`src/rtl/step_alu_pipe.sv`:
```
// Two-stage step ALU: S1 registers the selected operand, S2 computes and holds the result.
// Optional STEP_ALU_SAT_EN makes ADD/SUB/ACC saturate to the signed SIZE+1-bit range.
module step_alu_pipe #(
  parameter int unsigned SIZE = 5,
  parameter int unsigned STEP = 5
) (
  input  logic            clk,
  input  logic            rst,
  input  logic            in_valid,
  output logic            in_ready,
  input  logic [SIZE-1:0] in1,
  input  logic [SIZE-1:0] in2,
  input  logic            iseq,
  input  logic [1:0]      op,
  output logic            out_valid,
  input  logic            out_ready,
  output logic [SIZE:0]   res,
  output logic            sign,
  output logic            zero
);

  typedef enum logic [1:0] {
    OpSub  = 2'b00,
    OpAdd  = 2'b01,
    OpAcc  = 2'b10,
    OpLoad = 2'b11
  } op_e;

`ifdef STEP_ALU_SAT_EN
  // One guard bit so overflow out of the SIZE+1-bit signed range is visible.
  localparam int unsigned CalcW = SIZE + 2;
`else
  localparam int unsigned CalcW = SIZE + 1;
`endif

  logic                s1_valid_q;
  logic [SIZE:0]       s1_opnd_q;
  op_e                 s1_op_q;
  logic                out_valid_q;
  logic [SIZE:0]       res_q;
  logic signed [SIZE:0] acc_q;

  logic                in_xfer;
  logic                out_xfer;
  logic                s2_load;
  logic [CalcW-1:0]    opnd_ext;
  logic [CalcW-1:0]    acc_ext;
  logic [CalcW-1:0]    step_ext;
  logic [CalcW-1:0]    calc;
  logic [SIZE:0]       res_d;

  assign out_xfer = out_valid_q & out_ready;
  assign s2_load  = s1_valid_q & (~out_valid_q | out_ready);
  assign in_ready = ~s1_valid_q | s2_load;
  assign in_xfer  = in_valid & in_ready;

  always_comb begin
    opnd_ext = CalcW'(s1_opnd_q);
    acc_ext  = CalcW'(acc_q);
    step_ext = CalcW'(STEP);
    calc     = '0;
    unique case (s1_op_q)
      OpSub:  calc = opnd_ext - step_ext;
      OpAdd:  calc = opnd_ext + step_ext;
      OpAcc:  calc = acc_ext + opnd_ext;
      OpLoad: calc = opnd_ext;
    endcase
`ifdef STEP_ALU_SAT_EN
    if (calc[CalcW-1] != calc[CalcW-2]) begin
      res_d = calc[CalcW-1] ? {1'b1, {SIZE{1'b0}}} : {1'b0, {SIZE{1'b1}}};
    end else begin
      res_d = calc[SIZE:0];
    end
`else
    res_d = calc;
`endif
  end

  always_ff @(posedge clk) begin
    if (!rst) begin
      s1_valid_q  <= 1'b0;
      s1_opnd_q   <= '0;
      s1_op_q     <= OpSub;
      out_valid_q <= 1'b0;
      res_q       <= '0;
      acc_q       <= '0;
    end else begin
      if (in_xfer) begin
        s1_opnd_q <= {1'b0, (iseq ? in2 : in1)};
        s1_op_q   <= op_e'(op);
      end
      if (in_xfer) begin
        s1_valid_q <= 1'b1;
      end else if (s2_load) begin
        s1_valid_q <= 1'b0;
      end
      if (s2_load) begin
        out_valid_q <= 1'b1;
        res_q       <= res_d;
        // Accumulator moves with the request so back-to-back ACCs chain.
        if (s1_op_q == OpAcc || s1_op_q == OpLoad) begin
          acc_q <= res_d;
        end
      end else if (out_xfer) begin
        out_valid_q <= 1'b0;
      end
    end
  end

  assign out_valid = out_valid_q;
  assign res       = res_q;
  assign sign      = res_q[SIZE];
  assign zero      = ~|res_q;

endmodule
```
`config.mk`:
```
export PLATFORM = sky130hd
export DESIGN_NAME = step_alu_pipe
export DESIGN_NICKNAME = d
export VERILOG_FILES = /design/src/rtl/step_alu_pipe.sv
export SDC_FILE = /design/constraint.sdc
export NUM_CORES = 1
export LEC_CHECK = 0
export CAP_MARGIN = 20
export CELL_PAD_IN_SITES_DETAIL_PLACEMENT = 1
export CELL_PAD_IN_SITES_GLOBAL_PLACEMENT = 1
export CORE_MARGIN = 3
export CORE_UTILIZATION = 49
export CTS_CLUSTER_SIZE = 16
export DETAILED_ROUTE_END_ITERATION = 6
export DONT_BUFFER_PORTS = 1
export PLACE_DENSITY = 0.85
export SYNTH_ARGS = -nofsm -noshare
export SYNTH_HDL_FRONTEND = slang
export SYNTH_SLANG_ARGS = --single-unit
```
`constraint.sdc`:
```
create_clock -name clk -period 4.4 [get_ports clk]
set_input_delay 0.88 -clock clk [delete_from_list [all_inputs] [get_ports clk]]
set_output_delay 0.88 -clock clk [all_outputs]
set_load 0.03 [all_outputs]
```
### Yosys cells after proc, flatten, opt, wreduce, memory -nomap -nowiden

Index checks and enable logic that the tools add are counted.
W data, S select, Z words.

* reduce and logical (&&, ||, !) cells: 7
* bitwise logic cells: 7
* equal/unequal tests: 3
* add/sub/neg operators: 3
* muxes and demuxes: 6

Operators by type and width (count)
* $pmux W6 S4: 1
* $add A5 B3 Y6 const B: 1
* $add A6 B5 Y6: 1
* $reduce_or A6 Y1: 1
* $sub A5 B3 Y6 const B: 1
* $mux W5: 1
* $eq A2 B2 Y1 const B: 2
* $mux W1: 4
* $reduce_bool A2 Y1: 2
* $and A1 B1 Y1: 3
* $eq A2 B1 Y1 const B: 1
* $logic_not A2 Y1: 1
* $not A1 Y1: 2
* $or A1 B1 Y1: 2
* $reduce_and A2 Y1: 1
* $logic_not A1 Y1: 1
* $logic_or A1 B1 Y1: 1

* input bits: 17
* register bits after elaboration: 21
* logic and storage cells: 32
* output and inout bits: 10

### Depth between registers and ports, before layout

Gate-level depths: netlist of run 1.

* depth in word-level cells: 6
* mapped depth: 10
* depth with buffers taken out: 10

### Worst setup path after synthesis of run 1

OpenSTA, ideal clock, no wires.

* kind: flip-flop to output port
* from: register res_q[3], in the netlist res[3]
* to: output zero
* data arrival time: 1.597 ns
* path slack: 1.923 ns
* buffers on the path: 0
* data required time: 3.520 ns
* cell stages (with the launch flop): 3
* cells stage by stage: dfxtp_1 or4_1 nor3_1

* cells in the longest elaborated chain, start to end: 2

RTL lines
* start: declaration: line 40 `logic [SIZE:0] res_q;`
* start signal: assignment: line 99 `res_q <= res_d;`
* $reduce_or A6 Y1: line 113 `assign zero = ~|res_q;`
* $logic_not A1 Y1: line 113
* end: declaration: line 19 `output logic zero`

Every way passes these cells.

### Worst setup path after layout of run 1

* from: register res_q[5], in the netlist res[5]
* to: output zero

The elaborated chain is that of the path after synthesis.

==> impl_metrics.tcl, run 1 <==
set metrics [dict create \
    outcome "finished, final reports clean" \
    coreArea_um2 2250 \
    wl_per_cell_um 15.9 \
    synth_area_um2 1190 \
    synth-async-reset-ratio_pct 0 \
    worstRegToRegCells 10 \
    ys_ff_latch 21 \
    portBuffers 0 \
    crit_arrival_ns 2.10 \
    crit_path_end_kind "output pin" \
    area_growth_pct 1.16 \
    gp_congestion 0.826 \
    setup_violations 0 \
    reg2reg_setup_slack_ns 1.79 \
    p_leak_uw 0.000558 \
    period_minus_slack_ns 2.98 \
    path_class "reg2out" \
    overflow 0 \
    postCtsSetupBuffers 0 \
    grt_start_max_net_pins 24 \
    finalNetCount 151 \
    hold_end "acc_ext[5]" \
    crit_path_start "res[5]" \
    syn_nets 154 \
    placed_area_um2 1180 \
    cts_buffers 3 \
    hp-start "acc_ext[5]" \
    synth-edff-count 0 \
    cp_slowest_cell "nor3_1" \
    htreeDepth 1 \
    cts_tree "built" \
    max-slew-margin-rel_pct 36.3 \
    cts-root-buf "clkbuf_4" \
    seq_area_frac_synth_pct 35.3 \
    row_count 17 \
    diodes 0 \
    antenna_found_initial 0 \
    grt_pass1_wl_mm 4.20 \
    grt_use_total_pct 16.9 \
    hold_viol 0 \
    powerDensity_nw_per_um2 339 \
    ant_nets 0 \
    cpPeakStageDelay_ns 0.70 \
    synthTopCellsByArea "dfxtp_1, mux2i_1, ha_1" \
    fillCellCount 273 \
    routed_wirelength_mm 2.40 \
    cts.sinks 21 \
    drt_iter0_drc 14 \
    finalClockSkew_ns 0.00346 \
    setup-tns-final_ns 0 \
    crit_chain "or4_1 -> nor3_1" \
    yosys_most_used_dff "dfxtp_1" \
    drive_gt1_share_pct 5.69 \
    yosysUniqueCellTypes 31 \
    final_area_um2 1200 \
    critPathRequiredTime_ns 3.52 \
    syn_inst 127 \
    cts_buffer_depth 2 \
    viasPerCell 5.86 \
    ys_warn_count 0 \
    whs_path_depth 2 \
    clk_pin_slew_worst_paths_ns 0.12 \
    r2r-start "s1_op_q[0]" \
    ir_worst_vdd_uv 226 \
    die_area_um2 3060 \
    start_util_pct 52.8 \
    synth.avg_cell_area_um2 9.38 \
    hpwl_mm 1.89 \
    worst_pin_slew_ns 0.955 \
    slew_violations 0 \
    die_height_um 55.3 \
    rsz0062_at_grt "false" \
    path_max_fanout 4 \
    io_pins 27 \
    drv_cap 0 \
    cts_resized 0 \
    synth.most_common_cell "dfxtp_1" \
    cts_hold_buf 0 \
    insertion_delay_ns 0.31 \
    die_x_um 55.3 \
    firstDrtPassIters 3 \
    synthTopCellsByCount "dfxtp_1, nand2_1, a21oi_1, mux2i_1" \
    hold_path_class "reg2reg" \
    synth_area_leader_cell "dfxtp_1" \
    start_kind "flip-flop" \
    yosysTopAreaCellShare_pct 35.3 \
    fmax_ghz 0.336 \
    drc 0 \
    final.period_utilization_pct 67.7 \
    vias 885 \
    first_global_vias 919 \
    r2r_end "res[4]" \
]
-- metrics by stage --
stage / hold slack (ns) / instances / total power, uW / setup WS, ns / utilization (%)
floorplan: 0.448 / 127 / 305 / 1.92 / -
global placement: 0.462 / 147 / 312 / 1.77 / 52.3
detailed placement: 0.484 / 147 / 319 / 1.78 / 52.3
CTS: 0.500 / 151 / 411 / 1.42 / 53.4
global route: 0.524 / 151 / 433 / 1.36 / 53.4
finish: 0.494 / 151 / 408 / 1.42 / 53.4
-- cell families after synthesis --
kind of cell	synth area share [%]
mux	10.1
buf+inv	6.20
fa+ha+maj	11.1
simple gates	11.8
xor+xnor	2.21
flops	35.3
compound gates	23.3
-- worst max path at each step --
stage           end  slack, ns  cells past startpoint
4_1_cts        zero       1.42                      2
2_1_floorplan  zero       1.92                      2
5_1_grt        zero       1.36                      2
3_3_place_gp   zero       1.77                      2
6_report       zero       1.42                      2
3_5_place_dp   zero       1.78                      2
-- power breakdown --
group	total (uW)	switching [uW]	leakage, uW	internal (uW)
Sequential	225	22.7	0.000173	202
Clock	95.3	59.9	0.0000150	35.4
Combinational	88.1	48.7	0.000371	39.4
-- worst max-delay path, delay by kind of cell (launching register included) --
kind	cells	cell delay, ns
flip-flops	1	0.54
AND/OR/NAND/NOR	2	1.25
-- area by class of cell --
cell class / instances / area, um2 / area share [%]
Multi-Input combinational cell: 91 / 697 / 57.8
Inverter: 7 / 26.3 / 2.18
Tap cell: 28 / 35.0 / 2.91
Clock buffer: 4 / 26.3 / 2.18
Sequential cell: 21 / 420 / 34.9
-- layer usage --
metal / routed length (um) / part of all wire [%] / vias to the layer above / track usage (%)
met5: 0 / 0 / - / 0
li1: - / - / 438 / -
met2: 1220 / 51 / 9 / 29.9
met1: 1080 / 45 / 436 / 20.5
met4: 14 / 0.58 / 0 / 2.08
met3: 75 / 3.1 / 2 / 5.37
-- cells in the final DEF (no fill, tap or decap), drive strengths merged --
cell type,count
dfxtp,21
nand2,15
a21oi,13
mux2i,12
o211a,9
ha,9
inv,7
nor2b,7
o21ai,6
clkbuf,4
nor2,2
nor3,2
a21o,2
xnor2,2
o32ai,2
o21a,2
a211oi,2
a211o,1
or4,1
a21boi,1
o21bai,1
xor2,1
fa,1
-- sequential cells by signal (all words and copies together) (netlist names) --
| name | flops |
|---|---|
| s1_op_q | 2 |
| out_valid | 1 |
| s1_valid_q | 1 |
| opnd_ext | 5 |
| res | 6 |
| acc_ext | 6 |
No activity file was read; power rests on OpenSTA's default activity.
==> run 2, diff against run 1 <==
Settings changed: CORE_UTILIZATION 49 to 46, PLACE_DENSITY 0.85 to 0.81.
Clock period 4.4 ns to 3.01 ns, I/O delays scaled along.
==> impl_metrics.tcl, run 2 (synthesis results as in run 1) <==
set metrics [dict create \
    outcome "finished, final reports clean" \
    layout_common_cells "dfxtp_1, nand2_1, a21oi_1" \
    path_class "reg2reg" \
    cpPeakStageDelay_ns 0.40 \
    grt_start_max_net_pins 24 \
    io_pins 27 \
    hold_viol 0 \
    crit_path_start "s1_op_q[0]" \
    max-slew-margin-rel_pct 58.0 \
    firstDrtPassIters 2 \
    gp_congestion 0.827 \
    reg2reg_setup_slack_ns 0.47 \
    slew_violations 0 \
    cts_hold_buf 0 \
    portBuffers 0 \
    cts_buffer_depth 2 \
    p_leak_uw 0.000568 \
    drive_gt1_share_pct 7.20 \
    cts.sinks 21 \
    cts_buffers 3 \
    power.total_uw 600 \
    crit_path_end_kind "flip-flop" \
    grt_use_total_pct 16.3 \
    die_height_um 56.9 \
    cp_slowest_cell "dfxtp_1" \
    crit_chain "inv_1 -> ha_1 -> nor2b_1 -> a21oi_1 -> ha_1 -> a211oi_2 -> o21bai_1 -> a21oi_1 -> xor2_1 -> o32ai_1" \
    fillCellCount 276 \
    clk_pin_slew_worst_paths_ns 0.12 \
    powerDensity_nw_per_um2 492 \
    crit_arrival_ns 2.76 \
    cts_tree "built" \
    hp-start "rst" \
    vias 871 \
    drt_iter0_drc 22 \
    setup-tns-final_ns 0 \
    critPathRequiredTime_ns 3.23 \
    coreArea_um2 2340 \
    area_growth_pct 2.42 \
    grt_pass1_wl_mm 4.22 \
    row_count 17 \
    whs_ns 0.410 \
    r2r-start "s1_op_q[0]" \
    viasPerCell 5.69 \
    whs_path_depth 1 \
    drc 0 \
    start_util_pct 50.9 \
    setup_violations 0 \
    rsz0062_at_grt "false" \
    fmax_ghz 0.394 \
    first_global_vias 903 \
    worst_pin_slew_ns 0.629 \
    htreeDepth 1 \
    ir_worst_vdd_uv 435 \
    hpwl_mm 1.82 \
    insertion_delay_ns 0.31 \
    finalNetCount 153 \
    worstRegToRegCells 10 \
    cts-root-buf "clkbuf_4" \
    die_x_um 56.9 \
    hold_end "out_valid" \
    drv_cap 0 \
    cts_resized 0 \
    antenna_found_initial 0 \
    ant_nets 0 \
    final.period_utilization_pct 84.3 \
    period_minus_slack_ns 2.54 \
    r2r_end "res[5]" \
    start_kind "flip-flop" \
    die_area_um2 3240 \
    finalClockSkew_ns 0.00332 \
    mostFrequentLayoutCell "dfxtp_1" \
    diodes 0 \
    path_max_fanout 5 \
    postCtsSetupBuffers 0 \
    routed_wirelength_mm 2.39 \
    wl_per_cell_um 15.6 \
    overflow 0 \
    hold_path_class "in2reg" \
]
==> run 2: routing by layer <==
metal / routed length, um / vias up / GRT usage [%]
met5: 0 / - / 0
met1: 1070 / 414 / 19.8
li1: - / 443 / -
met2: 1210 / 10 / 27.9
met3: 77 / 4 / 4.60
met4: 25 / 0 / 3.97
==> run 2: cell type report <==
type | instances | area, um2 | share of cell area (%)
inverters | 7 | 26.3 | 2.15
well taps | 28 | 35.0 | 2.87
clock buffers | 4 | 26.3 | 2.15
repair buffers | 2 | 15.0 | 1.23
flip-flops and latches | 21 | 420 | 34.5
multi-input cells | 91 | 697 | 57.1
==> run 2: worst max-delay path by stage <==
| stage | to | slack [ns] | cells after the start |
|---|---|---|---|
| global route | res[5] | 0.22 | 10 |
| finish | res[5] | 0.47 | 10 |
| CTS | res[5] | 0.46 | 10 |
| floorplan | res[4] | 0.69 | 10 |
| global placement | res[5] | 0.56 | 10 |
| detailed placement | res[4] | 0.53 | 10 |
==> run 2: worst max-delay path: cells and delay by family, from the launching register on <==
| family | cells | cell delay [ns] |
|---|---|---|
| compound gates | 5 | 0.92 |
| fa+ha+maj | 2 | 0.61 |
| flops | 1 | 0.40 |
| simple gates | 1 | 0.32 |
| xor+xnor | 1 | 0.11 |
| buf+inv | 1 | 0.09 |
==> run 2: metrics by stage <==
stage,cell area [um2],std cells,utilization (%),worst slack [ns]
after CTS,1220,153,52.1,0.457
after floorplan,1190,127,-,0.688
after global placement,1190,149,51.0,0.564
after global routing,1220,153,52.1,0.224
after detailed placement,1190,149,51.0,0.532
final,1220,153,52.1,0.472
==> run 2: power by group <==
part	switching, uW	total, uW	leakage (uW)	internal, uW
registers	33.4	329	0.000173	296
clock network	87.2	139	0.0000150	51.8
logic	70.0	132	0.000381	62.3
